### src/rtl/fetch_redirect_ctrl.sv
// Fetch redirect controller: arbitrates PC redirects, runs the fence.i
// I-cache flush sequence and maintains the fetch epoch for wrong-path kill.
`timescale 1ns/1ps

module fetch_redirect_ctrl #(
  parameter int PC_WIDTH    = 32,
  parameter int EPOCH_WIDTH = 4
) (
  input  logic                   i_clk,
  input  logic                   i_rst_n,
  input  logic                   i_trap_valid,
  input  logic [PC_WIDTH-1:0]    i_trap_pc,
  input  logic                   i_ex_redirect_valid,
  input  logic [PC_WIDTH-1:0]    i_ex_redirect_pc,
  input  logic                   i_fence_i_valid,
  input  logic [PC_WIDTH-1:0]    i_fence_i_pc,
  input  logic                   i_dec_redirect_valid,
  input  logic [PC_WIDTH-1:0]    i_dec_redirect_pc,
  input  logic                   i_bp_redirect_valid,
  input  logic [PC_WIDTH-1:0]    i_bp_redirect_pc,
  input  logic                   i_fetch_stall,
  output logic                   o_icache_flush_req,
  input  logic                   i_icache_flush_ack,
  output logic                   o_pc_stall,
  output logic                   o_pc_alter,
  output logic [PC_WIDTH-1:0]    o_pc,
  output logic [EPOCH_WIDTH-1:0] o_epoch,
  output logic                   o_flush_frontend,
  output logic                   o_busy
);

  typedef enum logic [1:0] {
    IDLE,
    FLUSH,
    RESUME
  } state_t;

  state_t                 state_q, state_d;
  logic [PC_WIDTH-1:0]    saved_pc_q, saved_pc_d;
  logic [PC_WIDTH-1:0]    pc_q, pc_d;
  logic                   alter_q, alter_d;
  logic [EPOCH_WIDTH-1:0] epoch_q;

  // The epoch advances on the same edge that raises o_pc_alter, so every
  // redirected block is tagged with the new epoch from its first cycle.
  always_ff @(posedge i_clk) begin
    if (!i_rst_n) begin
      state_q    <= IDLE;
      saved_pc_q <= '0;
      pc_q       <= '0;
      alter_q    <= 1'b0;
      epoch_q    <= '0;
    end else begin
      state_q    <= state_d;
      saved_pc_q <= saved_pc_d;
      pc_q       <= pc_d;
      alter_q    <= alter_d;
      if (alter_d) begin
        epoch_q <= epoch_q + EPOCH_WIDTH'(1);
      end
    end
  end

  always_comb begin
    state_d    = state_q;
    saved_pc_d = saved_pc_q;
    pc_d       = pc_q;
    alter_d    = 1'b0;
    case (state_q)
      IDLE: begin
        if (i_trap_valid) begin
          alter_d = 1'b1;
          pc_d    = i_trap_pc;
        end else if (i_ex_redirect_valid) begin
          alter_d = 1'b1;
          pc_d    = i_ex_redirect_pc;
        end else if (i_fence_i_valid) begin
          saved_pc_d = i_fence_i_pc;
          state_d    = FLUSH;
        end else if (i_dec_redirect_valid) begin
          alter_d = 1'b1;
          pc_d    = i_dec_redirect_pc;
        end else if (i_bp_redirect_valid) begin
          alter_d = 1'b1;
          pc_d    = i_bp_redirect_pc;
        end
      end
      FLUSH: begin
        // Only architectural redirects may replace the resume point mid-flush.
        if (i_trap_valid) begin
          saved_pc_d = i_trap_pc;
        end else if (i_ex_redirect_valid) begin
          saved_pc_d = i_ex_redirect_pc;
        end
        if (i_icache_flush_ack) begin
          state_d = RESUME;
          alter_d = 1'b1;
          pc_d    = saved_pc_d;
        end
      end
      RESUME: begin
        state_d = IDLE;
      end
      default: begin
        state_d = IDLE;
      end
    endcase
  end

  assign o_icache_flush_req = (state_q == FLUSH);
  assign o_busy             = (state_q != IDLE);
  assign o_pc_stall         = i_fetch_stall | o_busy;
  assign o_pc_alter         = alter_q;
  assign o_flush_frontend   = alter_q;
  assign o_pc               = pc_q;
  assign o_epoch            = epoch_q;

endmodule
### config.mk
export PLATFORM = sky130hd
export DESIGN_NAME = fetch_redirect_ctrl
export DESIGN_NICKNAME = d
export VERILOG_FILES = /design/src/rtl/fetch_redirect_ctrl.sv
export SDC_FILE = /design/constraint.sdc
export NUM_CORES = 1
export LEC_CHECK = 0
export ABC_AREA = 1
export BUFFER_PORTS_ARGS = -buffer_cell sky130_fd_sc_hd__buf_4
export CORE_MARGIN = 2
export CORE_UTILIZATION = 35
export CTS_CLUSTER_SIZE = 24
export DETAILED_ROUTE_END_ITERATION = 8
export PLACE_DENSITY = 0.6
export SYNTH_ARGS = -nofsm -noshare
export SYNTH_HDL_FRONTEND = slang
export SYNTH_SLANG_ARGS = --single-unit
### constraint.sdc
create_clock -name i_clk -period 3.3 [get_ports i_clk]
set_clock_uncertainty 0.1 [all_clocks]
set_input_delay 0.495 -clock i_clk [delete_from_list [all_inputs] [get_ports i_clk]]
set_output_delay 0.495 -clock i_clk [all_outputs]
set_load 0.02 [all_outputs]
==> results of run 1 <==
sequential cells by signal, summed over array words and instances (netlist names):
name and count:
o_epoch 4, o_flush_frontend 1, o_pc 32, saved_pc_q 32, state_q 2
per-layer routing:
layer  GRT usage  wire length, um
met5           0                0
met1       0.317             8710
met2       0.358             8100
met4      0.0549              234
met3      0.0388             1110
placed cells by master (no fill, tap or decap), drive strengths merged:
cell type	n
dfxtp	71
ha	1
o21ai	50
clkbuf	10
o32ai	1
xnor2	1
nand2	325
clkinv	3
a21oi	21
nand4	15
bufinv	1
inv	160
nand3	116
clkinvlp	2
buf	217
and2	18
or2	1
nor2	135
cells in the mapped netlist:
master	count	share of area
buf_2	29	0.028
inv_2	3	0.0021
nor2_2	1	0.0012
inv_1	157	0.11
nor2_1	132	0.094
nand2_2	1	0.0012
buf_6	2	0.0043
o21ai_0	46	0.044
dfxtp_1	71	0.27
nor2_4	2	0.0043
nand4_1	15	0.018
nand2_1	323	0.23
ha_1	1	0.0024
and2_1	18	0.021
nand3_2	2	0.0038
nand3_1	113	0.11
a21oi_1	21	0.020
o21ai_1	4	0.0038
o32ai_1	1	0.0017
or2_2	1	0.0012
xnor2_1	1	0.0017
nand3_4	1	0.0033
buf_4	4	0.0057
nand2_4	1	0.0021
clkbuf_1	23	0.016
buf_1	1	0.00071
area by class of cell:
type	count	area (sq um)
sequential	71	1420
multi-input combinational	684	2960
inverter	160	601
timing repair buffer	217	1650
clock buffer	10	239
tap	184	230
clock inverter	6	60.1
fill	1597	7420
cell families (layout without fill, tap and decap cells):
family / Yosys count / in the layout
buf+inv: 219 / 393
fa+ha+maj: 1 / 1
simple gates: 610 / 610
flops: 71 / 71
xor+xnor: 1 / 1
compound gates: 72 / 72
report_power, final:
| group | internal (mW) | switching (mW) | leakage (nW) | total (mW) |
|---|---|---|---|---|
| combinational | 0.413 | 0.563 | 3.64 | 0.976 |
| sequential | 0.970 | 0.0681 | 0.587 | 1.04 |
| clock | 0.602 | 0.378 | 0.144 | 0.980 |
| total | 1.98 | 1.01 | 4.37 | 2.99 |
how the worst max path moves through the flow:
stage | startpoint | endpoint | depth (start not counted)
after floorplan | i_dec_redirect_valid | o_pc[29] | 9
after global placement | i_ex_redirect_valid | o_pc[4] | 9
after detailed placement | i_trap_valid | o_pc[27] | 9
after CTS | i_trap_valid | o_pc[26] | 9
after global routing | i_trap_valid | o_pc[14] | 9
final | i_ex_redirect_valid | o_pc[27] | 9
through the flow:
step | cells | power, mW | area [sq um]
floorplan | 974 | 1.64 | 5270
global placement | 1316 | 2.03 | 6870
detailed placement | 1316 | 2.04 | 6870
CTS | 1332 | 3.03 | 7170
global route | 1332 | 3.19 | 7170
finish | 1332 | 2.99 | 7170
==> metrics.md, run 1 <==
| Metric | Value |
|---|---|
| Worst-path clk slew | ~60 ps |
| First-pass GRT wire length | 29100 um |
| CP bufs+invs | 3 |
| Detailed-route DRC error count | 0 |
| Setup TNS | 0 ps |
| Hold buffers post-CTS | 0 |
| Flop2flop setup slack | 1220 ps |
| Adder-Cell Fraction of Synth Area | 0.00238 |
| Die Area | between 15000 and 20000 sq um |
| # diodes | 0 |
| Cell Area, Synth | 5270 sq um |
| Detailed Route WL | 18200 um |
| Starting density of the core | 0.361 |
| #FFs+latches synth | 71 |
| Syn-to-layout area delta | 36.1% |
| Tightest Pin Transition | 677 ps |
| GP Congestion | 0.794 |
| Max IR drop VDD | around 250 uV |
| Clock Latency Late Sink | around 330 ps |
| RR Endpoint | o_pc[25] |
| Final hold vios | 0 |
| Via count | 6150 |
| Hold EP | state_q[0] |
| Mux cell area share after synthesis | 0 |
| Gr usage total | 0.225 |
| Routed len/inst | 13.6 um |
| RR Startpoint | state_q[1] |
| Crit path kind | primary input to flip-flop |
| Min-delay src | i_icache_flush_ack |
| Clock buffer depth | 2 |
| Slew Limit Fails | 0 |
| Final min period | 2120 ps |
| Synthesized instance count | 974 |
| Crit path DAT | 2240 ps |
| Overflow after GRT | 0 |
| Util after Layout | 0.491 |
| Hold_ws | between 200 and 300 ps |
| Pre-CTS WS | roughly 850 ps |
| Vias in the first global route | 5729 |
| Status | finished, final reports clean |
| Post-synthesis xor/xnor area fraction | 0.00166 |
| Drt first pass iters | 5 |
| # H-tree levels | 3 |
| R2r worst-path depth | 6 |
| Post-CTS setup buffer count | 0 |
| Slowest cell on the critical path | buf_4 |
| Largest net degree at the start of global routing | 70 |
| Via density | 4.62 |
| Chip Width | between 100 and 150 um |
| Synth Net Count | 1144 |
| Number of max-cap violations | 0 |
| Initial antenna violation count | 0 |
| Resized Gates After CTS | 0 |
| CP required | 3420 ps |
| Avg Cell Area, Syn | 5.41 sq um |
| Share of layout cells above drive strength 1 | 0.214 |
| Total core area | 14600 sq um |
| Clock Sinks | 71 |
| Ports | 210 |
| F_max | 473 MHz |
| Pwr dens | 418 nW/um^2 |
| Hold Path Class | primary input to flip-flop |
| TritonCTS Buffers | 9 |
| Nets@finish | 1313 |
| Period utilization | 0.641 |
| Worst setup EP type | flip-flop |
| Die Y | around 130 um |
| CTS Root Cell | clkbuf_16 |
| Crit path largest cell delay | 480 ps |
| Delay-heaviest family, CP | simple AND/OR/NAND/NOR gates |
| Worst Slack Setup Final | 1180 ps |
| Complex-gate fraction of the synthesized area | 0.0692 |
| Port buffer count | 209 |
| Sequential-to-total area share from yosys stat | 0.270 |
| Max Fanout on Critical Path | between 40 and 50 |
| Cell Chain, Critical Path | buf_4 -> inv_1 -> nand2_1 -> nand2_4 -> nand3_2 -> buf_12 -> nand2_1 -> nor2_1 -> nor2_1 |
| Post-Synth Simple-Gate Area | 0.488 |
| Unrepaired setup endpoints after global routing | false |
| Netlist cell types | 26 |
| Core Rows | between 40 and 50 |
| Post-route ant nets | 0 |
| DP HPWL | ~12000 um |
| Leakage dissipation | 4.37 nW |
| Combinational family with the most area after synthesis | simple AND/OR/NAND/NOR gates |
| Synth warn | 0 |
| Setup violations, final | 0 |
| CTS tree | built |
| Startpoint types | primary input |
| Hold Path Stages | 2 |
| DRT iter0 DRCs | 439 |
| Slew headroom | 0.548 |
Power figures use the tool's default switching activity.
==> run 2, diff against run 1 <==
--- a/config.mk
+++ b/config.mk
@@ -5,13 +5,13 @@
 export SDC_FILE = /design/constraint.sdc
 export NUM_CORES = 1
 export LEC_CHECK = 0
-export ABC_AREA = 1
+export ABC_AREA = 0
 export BUFFER_PORTS_ARGS = -buffer_cell sky130_fd_sc_hd__buf_4
 export CORE_MARGIN = 2
 export CORE_UTILIZATION = 35
 export CTS_CLUSTER_SIZE = 24
 export DETAILED_ROUTE_END_ITERATION = 8
-export PLACE_DENSITY = 0.6
+export PLACE_DENSITY = 0.63
 export SYNTH_ARGS = -nofsm -noshare
 export SYNTH_HDL_FRONTEND = slang
 export SYNTH_SLANG_ARGS = --single-unit
==> constraint.sdc (replaced) <==
create_clock -name i_clk -period 2 [get_ports i_clk]
set_clock_uncertainty 0.1 [all_clocks]
set_input_delay 0.3 -clock i_clk [delete_from_list [all_inputs] [get_ports i_clk]]
set_output_delay 0.3 -clock i_clk [all_outputs]
set_load 0.02 [all_outputs]
==> metrics.md, run 2 <==
| Metric | Value |
|---|---|
| CTS Root Cell | clkbuf_16 |
| Tightest Pin Transition | 636 ps |
| Multi-input logic area | 2460 sq um |
| Clock Sinks | 71 |
| Sequential-to-total area share from yosys stat | 0.331 |
| Ranking of synthesized cells by area | dfxtp_1 33%, mux2i_1 8.2%, a222oi_1 7.2% |
| Commonest cells post-synth | 71 x dfxtp_1, 38 x nand2_1, 35 x mux2i_1 |
| Ys flop type | dfxtp_1 |
| Slowest cell on the critical path | dfxtp_1 |
| CP bufs+invs | 2 |
| Clock buffer depth | 2 |
| TritonCTS Buffers | 9 |
| Gr usage total | 0.223 |
| #FFs+latches synth | 71 |
| Final min period | between 1500 and 2000 ps |
| Vias in the first global route | 4677 |
| DP Area | between 6000 and 7000 sq um |
| Detailed-route DRC error count | 0 |
| Post-synth EDFFs | 0 |
| Fill count | roughly 1100 |
| Netlist cell types | 36 |
| Synthesized instance count | 486 |
| Max IR drop VDD | 436 uV |
| Avg Cell Area, Syn | between 8 and 9 sq um |
| Cell Area, Synth | about 4300 sq um |
| Overflow after GRT | 0 |
| Final hold vios | 0 |
| Startpoint types | flip-flop |
| Post-route ant nets | 0 |
| Nets@finish | 837 |
| DP HPWL | approximately 10000 um |
| Setup TNS | 0 ps |
| Delay-heaviest family, CP | flip-flops |
| Worst-path clk slew | 60 ps |
| Sequential cell area | roughly 1400 sq um |
| Share of layout cells above drive strength 1 | 0.382 |
| Via density | approximately 5.9 |
| Starting density of the core | 0.357 |
| Largest net degree at the start of global routing | slightly below 50 |
| Detailed Route WL | ~15000 um |
| Min-delay src | i_icache_flush_ack |
| # diodes | 0 |
| Core Rows | 40 |
| Share of the synthesized area in the top cell type | 0.331 |
| Die Y | about 110 um |
| CTS tree | built |
| Post-layout power | 4.89 mW |
| Unrepaired setup endpoints after global routing | false |
| Most common cell after layout, fill and taps aside | buf_4 |
| Die Area | ~13000 sq um |
| Clock Latency Late Sink | 330 ps |
| CP startpoint | state_q[1] |
| GP Congestion | between 0.8 and 0.9 |
| Drt first pass iters | 8 |
| RR Startpoint | state_q[1] |
| Most frequent cells in the layout | 223 x buf_4, 70 x dfxtp_1, 38 x nand2_1 |
| Ports | 210 |
| F_max | 526 MHz |
| DRT iter0 DRCs | 540 |
| Hold Path Class | primary input to flip-flop |
| Synth Net Count | approximately 660 |
| First-pass GRT wire length | 23400 um |
| Crit path kind | flip-flop to primary output |
| Slew Limit Fails | 0 |
| Number of max-cap violations | 0 |
| Setup violations, final | 0 |
| Most common cell in the netlist | dfxtp_1 |
| Hold buffers post-CTS | 0 |
| Util after Layout | 0.535 |
| Design Area, Final | 6420 sq um |
| Leakage dissipation | 3.20 nW |
| Asr flop ratio synth | 0 |
| Total core area | 12000 sq um |
| Period utilization | 0.950 |
| CP required | 1600 ps |
| Slew headroom | 0.572 |
| Chip Width | 115 um |
| Crit path largest cell delay | 550 ps |
| Crit path DAT | 1500 ps |
| Cell Chain, Critical Path | nand2b_4 -> inv_1 -> buf_4 |
| Initial antenna violation count | 0 |
| Pwr dens | about 760 nW/um^2 |
| Port buffer count | 209 |
| Routed len/inst | 18.2 um |
| Synth warn | 0 |
| Max Fanout on Critical Path | 11 |
| Hold_ws | 129 ps |
| Top cell type by total area after synthesis | dfxtp_1 |
| # H-tree levels | 3 |
| Via count | 4855 |
| Status | finished, final reports clean |
| Syn-to-layout area delta | 49.7% |
| Worst setup EP type | primary output |
## run 2: cell count changes in the layout (fill, tap and decap cells not counted), moves of 31 or more
| cell | change |
|---|---|
| nand3_1 | -113 |
| a222oi_1 | +31 |
| nor2_1 | -132 |
| a31oi_1 | +33 |
| o211a_1 | +31 |
| o211ai_1 | +31 |
| a22oi_1 | +31 |
| inv_1 | -124 |
| o221ai_1 | +31 |
| nand2_1 | -284 |
| mux2i_1 | +35 |
## run 2: worst paths after layout
| kind | endpoint | slack [ps] | depth (start not counted) |
|---|---|---|---|
| max reg2reg | saved_pc_q[27] | 340 | 4 |
| min reg2reg | o_epoch[3] | 400 | 2 |
| min | state_q[1] | 130 | 2 |
| max | o_icache_flush_req | 100 | 3 |
## run 2: stage by stage
stage	setup slack [ps]	std cells
after floorplan	412	486
after CTS	9.29	818
after detailed placement	184	802
after global routing	7.16	819
final	100	819
after global placement	213	802
## run 2: report_power, final
| group | switching [mW] | leakage, nW | internal (mW) |
|---|---|---|---|
| registers | 0.0913 | 0.587 | 1.54 |
| logic | 0.549 | 2.42 | 0.585 |
| clock network | 0.623 | 0.193 | 1.50 |
## run 2: area by class of cell
| type | instances | share of cell area |
|---|---|---|
| Tap cell | 147 | 0.0286 |
| Multi-Input combinational cell | 321 | 0.384 |
| Sequential cell | 71 | 0.221 |
| Inverter | 33 | 0.0193 |
| Clock inverter | 6 | 0.0242 |
| Timing Repair Buffer | 231 | 0.286 |
| Clock buffer | 10 | 0.0372 |
## run 2: layer usage
metal	up-vias	wire (um)	track usage
met4	0	320	0.0763
met2	226	7240	0.378
met3	25	1180	0.0529
li1	2305	-	-
met1	2299	6160	0.279
met5	-	0	0
## run 2: logic make-up after synthesis
| kind of cell | Yosys count | synth area share |
|---|---|---|
| fa+ha+maj | 1 | 0.00292 |
| compound gates | 229 | 0.422 |
| flops | 71 | 0.331 |
| simple gates | 54 | 0.0586 |
| xor+xnor | 1 | 0.00204 |
| mux | 35 | 0.0817 |
| buf+inv | 95 | 0.101 |
## run 2: what timing repair did
item                                   in CTS  in global routing
buffers inserted                            0                  0
gates resized for setup                     1                  0
endpoints found under the hold margin       0                  0
gates cloned                                0                  1
setup endpoints to repair                   1                  1
pin swaps                                   0                  0
